File: src/rtl/fifo_rd_fwft.sv
// ============================================================================
// Module   : fifo_rd_fwft
// Brief    : FIFO read-side controller with first-word-fall-through output
//            register and valid/ready handshake.
// Revision : 1.0 - initial release
// ============================================================================
`default_nettype none

module fifo_rd_fwft #(
    parameter int DATASIZE = 8,
    parameter int ADDRSIZE = 4
) (
    input  logic                rclk,
    input  logic                rrst_n,
    input  logic [ADDRSIZE:0]   rq2_wptr,
    input  logic [DATASIZE-1:0] rdata_mem,
    output logic [ADDRSIZE-1:0] raddr,
    output logic [ADDRSIZE:0]   rptr,
    output logic                rempty,
    output logic [ADDRSIZE:0]   rwords,
    output logic [DATASIZE-1:0] dout,
    output logic                dout_valid,
    input  logic                dout_ready
);

    function automatic logic [ADDRSIZE:0] gray2bin(input logic [ADDRSIZE:0] g);
        logic [ADDRSIZE:0] b;
        b[ADDRSIZE] = g[ADDRSIZE];
        for (int i = ADDRSIZE - 1; i >= 0; i--) begin
            b[i] = b[i+1] ^ g[i];
        end
        return b;
    endfunction

    logic [ADDRSIZE:0]   rbin_q;
    logic [ADDRSIZE:0]   rptr_q;
    logic                rempty_q;
    logic [ADDRSIZE:0]   rwords_q;
    logic [DATASIZE-1:0] dout_q;
    logic                dout_valid_q;

    logic                fetch;
    logic [ADDRSIZE:0]   rbin_d;
    logic [ADDRSIZE:0]   rgray_d;
    logic [ADDRSIZE:0]   wbin;

    // A word moves from memory into the output register whenever the register
    // is free or being drained in this same cycle.
    assign fetch   = ~rempty_q & (~dout_valid_q | dout_ready);
    assign rbin_d  = rbin_q + {{ADDRSIZE{1'b0}}, fetch};
    assign rgray_d = (rbin_d >> 1) ^ rbin_d;
    assign wbin    = gray2bin(rq2_wptr);

    always_ff @(posedge rclk or negedge rrst_n) begin
        if (!rrst_n) begin
            rbin_q       <= '0;
            rptr_q       <= '0;
            rempty_q     <= 1'b1;
            rwords_q     <= '0;
            dout_q       <= '0;
            dout_valid_q <= 1'b0;
        end else begin
            rbin_q   <= rbin_d;
            rptr_q   <= rgray_d;
            rempty_q <= (rgray_d == rq2_wptr);
            rwords_q <= wbin - rbin_d;
            if (fetch) begin
                dout_q       <= rdata_mem;
                dout_valid_q <= 1'b1;
            end else if (dout_valid_q && dout_ready) begin
                dout_valid_q <= 1'b0;
            end
        end
    end

    assign raddr      = rbin_q[ADDRSIZE-1:0];
    assign rptr       = rptr_q;
    assign rempty     = rempty_q;
    assign rwords     = rwords_q;
    assign dout       = dout_q;
    assign dout_valid = dout_valid_q;

endmodule

`default_nettype wire

File: config.mk
export PLATFORM = sky130hd
export DESIGN_NAME = fifo_rd_fwft
export DESIGN_NICKNAME = d
export VERILOG_FILES = /design/src/rtl/fifo_rd_fwft.sv
export SDC_FILE = /design/constraint.sdc
export NUM_CORES = 1
export LEC_CHECK = 0
export CORE_UTILIZATION = 40
export DETAILED_ROUTE_END_ITERATION = 8
export HOLD_SLACK_MARGIN = 0.12
export PLACE_DENSITY_LB_ADDON = 0.2
export SETUP_SLACK_MARGIN = 0.1
export SYNTH_ARGS = -nofsm -noshare
export SYNTH_HDL_FRONTEND = slang
export SYNTH_SLANG_ARGS = --single-unit
File: constraint.sdc
create_clock -name rclk -period 2.2 [get_ports rclk]
set_input_delay 0.33 -clock rclk [delete_from_list [all_inputs] [get_ports rclk]]
set_output_delay 0.33 -clock rclk [all_outputs]
set_load 0.01 [all_outputs]
======== Word-level counts from Yosys, hierarchy flattened ========
Index checks and enable logic that the tools add are counted.
storage, ports and cells
  word-level logic and storage cells ...... 22
  register bits after elaboration ......... 25
  output and inout port bits .............. 24
cells by class
  reduce and logical (&&, ||, !) cells .... 2
  eq/ne operators ......................... 1
  multiplexer cells ....................... 2
  bitwise gates (word level) .............. 9
  add/sub/neg operators ................... 2
operator list
  operator             count
  $add A5 B1 Y5        1
  $eq A5 B5 Y1         1
  $sub A5 B5 Y5        1
  $xor A4 B5 Y5        1
  $xor A1 B1 Y1        4
  $mux W1              2
  $not A1 Y1           2
  $reduce_bool A2 Y1   1
  $and A1 B1 Y1        1
  $logic_and A1 B1 Y1  1
  $or A1 B1 Y1         1

======== Longest topological paths before layout ========
Gate-level depths: netlist of the first run.
  depth in word-level cells ............... 6
  depth in mapped cells ................... 10
  depth with buffers taken out ............ 10

======== Worst setup path before layout of the first run ========
OpenSTA, ideal clock, no wires.
  kind .................................... reg-to-reg
  start point ............................. register dout_valid_q (netlist: dout_valid)
  end point ............................... register rwords_q[4] (netlist: rwords[4])
  data arrival time ....................... 2.392 ns
  setup slack ............................. -0.315 ns
  clock period less this slack ............ 2.515 ns
  required time ........................... 2.077 ns
  path buffers ............................ 0
  setup time .............................. 0.123 ns
  cell stages (with the launch flop) ...... 9
  cell sequence ........................... dfrtp_1 -> a21oi_2 -> ha_1 -> ha_1 -> xnor2_1 -> ha_1 -> a21oi_1 -> maj3_1 -> xnor2_1
on the way
  word-level cells in the longest chain between the ends .. 5
ends and longest elaborated chain
  what                    line  source
  from (decl)             40    logic dout_valid_q;
  from (signal assigned)  61    dout_valid_q <= 1'b0;
  from (signal assigned)  69    dout_valid_q <= 1'b1;
  from (signal assigned)  71    dout_valid_q <= 1'b0;
  $not A1 Y1              49    assign fetch = ~rempty_q & (~dout_valid_q | dout_ready);
  $or A1 B1 Y1            49
  $and A1 B1 Y1           49
  net fetch               42    logic fetch;
  $add A5 B1 Y5           50    assign rbin_d = rbin_q + {{ADDRSIZE{1'b0}}, fetch};
  $sub A5 B5 Y5           66    rwords_q <= wbin - rbin_d;
  to (signal assigned)    66
  to (decl)               38    logic [ADDRSIZE:0] rwords_q;
The timed path passes the listed nets, and every way through them passes these cells.
A chain may end at the register's enable or synchronous reset.

======== Worst setup path in the final report of the first run ========
  start point ............................. register rempty_q (netlist: rempty)
  end point ............................... register rwords_q[4] (netlist: rwords[4])
on the way
  word-level cells in the longest chain between the ends .. 4
ends and longest elaborated chain
  what                    line  source
  from (decl)             37    logic rempty_q;
  from (signal assigned)  65    rempty_q <= (rgray_d == rq2_wptr);
  $not A1 Y1              49
  $and A1 B1 Y1           49
  net fetch               42
  $add A5 B1 Y5           50
  net rbin_d[0]           43    logic [ADDRSIZE:0] rbin_d;
  $sub A5 B5 Y5           66
The timed path passes the listed nets, and every way through them passes these cells.

==> results.py, run 1 <==
metrics = {
    "status": {
        "outcome": "completed",
    },
    "synthesis": {
        "syn_inst": 87,
        "synth_xor_area_share_pct": 18.51,
        "synth_fp_nets": 109,
        "synth_top_cell_area_share_pct": 49.78,
        "yosysWarnings": 0,
        "synth-simple-area-share_pct": 3.788,
        "synthAdderAreaFrac_pct": 8.009,
        "ys_types": 27,
        "synth_largest_area_cell": "dfrtp_1",
        "synth-seq-cells": 24,
        "synth_area_leaders": "dfrtp_1, xnor2_1, mux2_2, ha_1, xor2_1",
        "synthMuxAreaShare_pct": 8.658,
        "ys_seq_area_share_pct": 52.06,
        "postSynthAreaPerCell_um2": 13.29,
        "syn-cell-area_mm2": 0.001156,
        "synth_compound_area_share_pct": 6.710,
        "synth_top_family_by_area": "XOR/XNOR gates",
    },
    "global_route": {
        "grt_pass1_wl_mm": 4.243,
        "antenna_found_initial": 0,
        "grt_max_degree": 25,
        "overflow": 0,
        "first_global_vias": 896,
        "grt.total_usage_pct": 17.67,
    },
    "timing": {
        "fin_ws_ps": 158.0,
        "slew_headroom_pct": 78.50,
        "fin_crit_sh_pct": 92.82,
        "setup_viol": 0,
        "slew_viol_final": 0,
        "finalHoldViolCount": 0,
        "clock-skew-final_ps": 9.926,
        "setup-tns-final_ps": 0,
        "fmax_mhz": 489.7,
        "tightest_slew_ps": 320.2,
        "min_period_ps": 2042,
        "rsz0062_at_grt": "yes",
    },
    "floorplan": {
        "core_mm2": 0.002758,
        "die_h_um": 55.76,
        "io_pins": 40,
        "start_util_pct": 41.92,
        "die_area_mm2": 0.003109,
        "fp.dieW_um": 55.76,
        "num_rows": 19,
    },
    "layout": {
        "n_antenna_cell": 0,
        "drive_gt1_share_pct": 35.33,
        "design_area_mm2": 0.001913,
        "final_util_pct": 69.37,
        "nFillCells": 199,
        "syn2layout_area_growth_pct": 65.48,
        "final_cell_mix": "clkdlybuf4s50_1, dfrtp_1, buf_4",
        "final_common_cell": "clkdlybuf4s50_1",
        "final_nets": 173,
    },
    "clock_network": {
        "path_clk_slew_ps": 140,
        "cts_tree": "done",
        "clock-sinks": 24,
        "cts_buffers": 3,
        "cts_buffer_depth": 2,
        "cts_hold_buf": 0,
        "htreeDepth": 1,
        "clock_latency_ps": 320,
        "cts_root_buffer": "clkbuf_4",
    },
    "worst_setup_path": {
        "critical_path_arrival_ps": 2300,
        "required_ps": 2460,
        "critical-path-top-delay-family": "adder cells",
        "critPathCaptureType": "flip-flop",
        "critPathKind": "reg -> reg",
        "max_stage_delay_ps": 590,
        "worst_setup_path_start_kind": "flip-flop",
        "cpMaxStageDelayCell": "dfstp_2",
        "cp_cell_sequence": "a21oi_4 -> ha_4 -> ha_2 -> inv_2 -> fa_2 -> a21oi_2 -> maj3_2 -> xnor2_1",
        "critPathMaxFanout": 3,
        "critPathBufInv": 1,
    },
    "routing": {
        "via_per_inst": 4.713,
        "detail-route-antenna-nets": 0,
        "totalWireLength_mm": 2.413,
        "first_pass_iters": 2,
        "remaining_drc_errors": 0,
        "vias": 853,
        "drt_iter0_drc": 30,
        "wl_per_cell_um": 13.33,
    },
    "pwr": {
        "ir_drop_mv": 1.005,
        "p_leak_nw": 0.8385,
        "powerDensity_mw_per_mm2": 1517,
    },
    "placement": {
        "postPlaceCellArea_mm2": 0.001815,
        "finalWeightedCongestion": 0.7399,
        "dp_slack_ps": -607.7,
        "port_buffers": 39,
        "dpl.hpwl_mm": 1.757,
    },
    "run": {
        "maxCapViolCount": 0,
    },
    "worst_hold_path": {
        "hold_path.class": "in -> reg",
    },
}
[cells by family (layout without fill, tap and decap cells)]
family | Yosys count | after routing
DFF | 24 | 24
xor gates and xnor gates | 21 | 21
AOI/OAI and AO/OA | 11 | 11
muxes | 9 | 9
and+or+nand+nor | 8 | 8
adders and majority gates | 7 | 7
buffers and inverters | 7 | 70
[state kept, by name, summed over array words and instances, names as in the netlist]
signal	cells
rbin_q	5
rempty	1
rptr	4
dout_valid	1
dout	8
rwords	5
[through the flow]
stage | total power [mW] | instances | hold WS [ps]
after global routing | 3.107 | 181 | 259.7
after floorplan | 1.821 | 87 | 34.41
after global placement | 2.518 | 173 | 469.8
final | 2.902 | 181 | 236.7
after detailed placement | 2.563 | 173 | 475.1
after CTS | 2.911 | 178 | 348.5
[report_power, final]
group	leakage, nW	total, mW	internal [mW]	switching (mW)
registers	0.276	0.803	0.652	0.151
logic	0.535	1.78	1.07	0.712
clock network	0.0279	0.322	0.184	0.138
[Yosys cell counts, drive strengths merged]
| cell | count |
|---|---|
| ha | 5 |
| maj3 | 1 |
| fa | 1 |
| a211oi | 1 |
| inv | 6 |
| or3 | 1 |
| nand3 | 2 |
| a21oi | 3 |
| xor3 | 1 |
| and2 | 1 |
| xor2 | 7 |
| dfstp | 1 |
| and4b | 1 |
| clkbuf | 1 |
| nor2 | 2 |
| o21a | 1 |
| a21boi | 2 |
| nand2 | 1 |
| mux2i | 1 |
| mux2 | 8 |
| a21o | 1 |
| xnor2 | 12 |
| xnor3 | 1 |
| a31oi | 1 |
| o21ai | 2 |
| dfrtp | 23 |
[worst register-to-register path, cell delays in order, from the launching register on]
cell	delay [ps]
dfstp_2	590
a21oi_4	50
ha_4	270
ha_2	160
inv_2	40
fa_2	400
a21oi_2	150
maj3_2	200
xnor2_1	110
[metal layers]
layer | part of all wire (%) | vias to the layer above | global-route usage, %
li1 | - | 419 | -
met1 | 48 | 407 | 23.48
met2 | 47 | 23 | 28.57
met3 | 3.8 | 4 | 3.023
met4 | 1.6 | 0 | 7.500
met5 | 0 | - | 0
[worst paths after layout]
path	startpoint	depth (start not counted)	slack (ps)	endpoint
max	rempty$_DFF_PN1_	8	160	rwords[4]$_DFF_PN0_
min in group asynchronous	rrst_n	2	350	rptr[2]$_DFF_PN0_
max reg2reg	rempty$_DFF_PN1_	8	160	rwords[4]$_DFF_PN0_
min	dout_ready	2	240	dout_valid$_DFFE_PN0P_
min reg2reg	rempty$_DFF_PN1_	1	520	dout_valid$_DFFE_PN0P_
max in group asynchronous	rrst_n	2	1570	rempty$_DFF_PN1_
[layout make-up]
class	count	area, µm²	area share, %
sequential	24	603.1	31.52
timing repair buffer	60	549.3	28.71
clock inverter	1	30.03	1.570
clock buffer	3	22.52	1.177
multi-input combinational	56	646.9	33.81
inverter	6	22.52	1.177
tap	31	38.79	2.027
[what timing repair did]
action,in CTS,in global routing
setup buffers,1,3
resized for setup,8,10
endpoints found under the setup margin,4,2
pin swaps,3,13
Note: power is estimated with default switching activity, not from simulation.
==> run 2, diff against run 1 <==
Settings changed: CORE_MARGIN from default to 2.
==> run 2 against run 1 <==
Hold slack better by 28 ps. Critical path type is now in -> reg. Die area is 7.3% higher. Clock skew is 8.9 ps lower. Highest routed layer unchanged. Global-route usage is 1.2 points lower. Total power is 3.2% lower. Flip-flop and latch count stayed put. Register-to-register slack better by 20 ps. Combinational power hardly changed. Worst setup slack better by 0.83 ps. Sequential power is 0.6% lower.
==> results.py, run 2 (synthesis results as in run 1) <==
metrics = {
    "status": {
        "outcome": "completed",
    },
    "pwr": {
        "finalPower_mw": 2.809,
        "p_leak_nw": 0.8202,
        "powerDensity_mw_per_mm2": 1490,
        "ir_drop_mv": 1.195,
        "power_frac_comb_pct": 63.2,
        "intPower_mw": 1.810,
        "seqPwrFrac_pct": 28.4,
        "switching_share_pct": 35.57,
        "netSwitchingPower_uw": 999.3,
        "p_clk_share_pct": 8.3,
    },
    "timing": {
        "fmax_mhz": 489.9,
        "slew_headroom_pct": 77.09,
        "fin_crit_sh_pct": 92.78,
        "rsz0062_at_grt": "yes",
        "slew_viol_final": 0,
        "tightest_slew_ps": 342.6,
        "fin_ws_ps": 158.8,
        "min_period_ps": 2041,
        "clock-skew-final_ps": 0.9994,
        "finalHoldViolCount": 0,
        "setup_viol": 0,
    },
    "floorplan": {
        "num_rows": 19,
        "die_area_mm2": 0.003336,
        "start_util_pct": 41.92,
        "core_mm2": 0.002758,
        "fp.dieW_um": 57.76,
        "io_pins": 40,
        "die_h_um": 57.76,
    },
    "run": {
        "maxCapViolCount": 0,
    },
    "global_route": {
        "first_global_vias": 905,
        "grt_max_degree": 18,
        "grt.total_usage_pct": 16.49,
        "overflow": 0,
        "antenna_found_initial": 0,
        "grt_pass1_wl_mm": 4.112,
    },
    "routing": {
        "via_per_inst": 4.670,
        "drt_iter0_drc": 1,
        "first_pass_iters": 3,
        "wl_per_cell_um": 13.50,
        "vias": 836,
        "totalWireLength_mm": 2.417,
        "detail-route-antenna-nets": 0,
        "remaining_drc_errors": 0,
    },
    "worst_setup_path": {
        "rr_endpoint": "rwords[4]$_DFF_PN0_",
        "critPathMaxFanout": 3,
        "worst-r2r-setup-slack_ps": 180,
        "critical_path_arrival_ps": 2280,
        "r2r_start": "rempty$_DFF_PN1_",
        "worst_setup_path_start_kind": "primary input",
        "required_ps": 2440,
        "rr_worst_depth": 8,
        "critPathCaptureType": "flip-flop",
        "critPathKind": "in -> reg",
    },
    "clock_network": {
        "htreeDepth": 1,
        "clock_latency_ps": 310,
        "cts_buffer_depth": 2,
        "cts_root_buffer": "clkbuf_4",
        "cts_buffers": 3,
        "cts_tree": "done",
        "cts_hold_buf": 0,
        "clock-sinks": 24,
        "path_clk_slew_ps": 130,
    },
    "placement": {
        "dpl.hpwl_mm": 1.958,
        "finalWeightedCongestion": 0.7584,
        "dp_slack_ps": -604.3,
        "port_buffers": 39,
    },
    "layout": {
        "largest_reg_flops": 8,
        "final_cell_mix": "clkdlybuf4s50_1, dfrtp_1, buf_4",
        "drive_gt1_share_pct": 34.46,
        "syn2layout_area_growth_pct": 63.10,
        "final_nets": 171,
        "final_common_cell": "clkdlybuf4s50_1",
        "n_antenna_cell": 0,
    },
    "worst_hold_path": {
        "hold_path.class": "in -> async",
    },
}
==> run 2: layer usage <==
layer | vias to the layer above | track usage (%) | part of all wire (%)
li1 | 417 | - | -
met1 | 393 | 20.03 | 43
met2 | 22 | 28.41 | 50
met3 | 4 | 3.348 | 4.7
met4 | 0 | 6.977 | 1.6
met5 | - | 0 | 0
==> run 2: final cells by class <==
class / count / area (µm²)
Fill cell: 205 / 872.1
Clock buffer: 4 / 36.28
Tap cell: 31 / 38.79
Inverter: 6 / 22.52
Timing Repair Buffer: 58 / 530.5
Multi-Input combinational cell: 56 / 654.4
Sequential cell: 24 / 603.1
==> run 2: worst max path at each step <==
stage,startpoint,slack [ps],cells past startpoint,to
after floorplan,rq2_wptr[4],-10,10,rwords[4]$_DFF_PN0_
after global placement,rq2_wptr[4],-550,11,rwords[4]$_DFF_PN0_
after detailed placement,rq2_wptr[4],-600,11,rwords[4]$_DFF_PN0_
after CTS,rq2_wptr[3],120,11,rwords[4]$_DFF_PN0_
after global routing,rq2_wptr[2],90,10,rwords[4]$_DFF_PN0_
final,dout_ready,160,9,rempty$_DFF_PN1_
==> run 2: power by group through the flow <==
stage | registers [mW] | clock network (mW) | logic (mW)
2_1_floorplan | 0.881 | 0 | 0.940
3_3_place_gp | 0.802 | 0 | 1.72
3_5_place_dp | 0.812 | 0 | 1.76
4_1_cts | 0.801 | 0.240 | 1.77
5_1_grt | 0.828 | 0.261 | 1.95
6_report | 0.798 | 0.234 | 1.78
==> run 2: critical path, cell delays in order <==
cell	delay, ps
clkdlybuf4s50_1	470
inv_1	70
a21oi_4	180
ha_4	170
ha_4	160
and4b_1	190
o21a_1	190
or3_1	330
a211oi_2	200
==> run 2: stage by stage <==
| step | hold slack, ps | util [%] | std cells | TNS (ps) | area (µm²) |
|---|---|---|---|---|---|
| after floorplan | 34.41 | - | 87 | -10.38 | 1262 |
| after global placement | 470.8 | 65.83 | 173 | -1698 | 1815 |
| after detailed placement | 485.0 | 65.83 | 173 | -1958 | 1815 |
| after CTS | 268.4 | 67.88 | 178 | 0 | 1872 |
| after global routing | 268.9 | 68.38 | 179 | 0 | 1886 |
| final | 264.3 | 68.38 | 179 | 0 | 1886 |
==> run 2: repair_timing <==
action	in CTS	in global routing
endpoints found under the setup margin	4	2
gates resized for setup	8	9
setup buffers	1	1
hold endpoints to repair	0	0
gates cloned	0	0
pin swaps	3	10
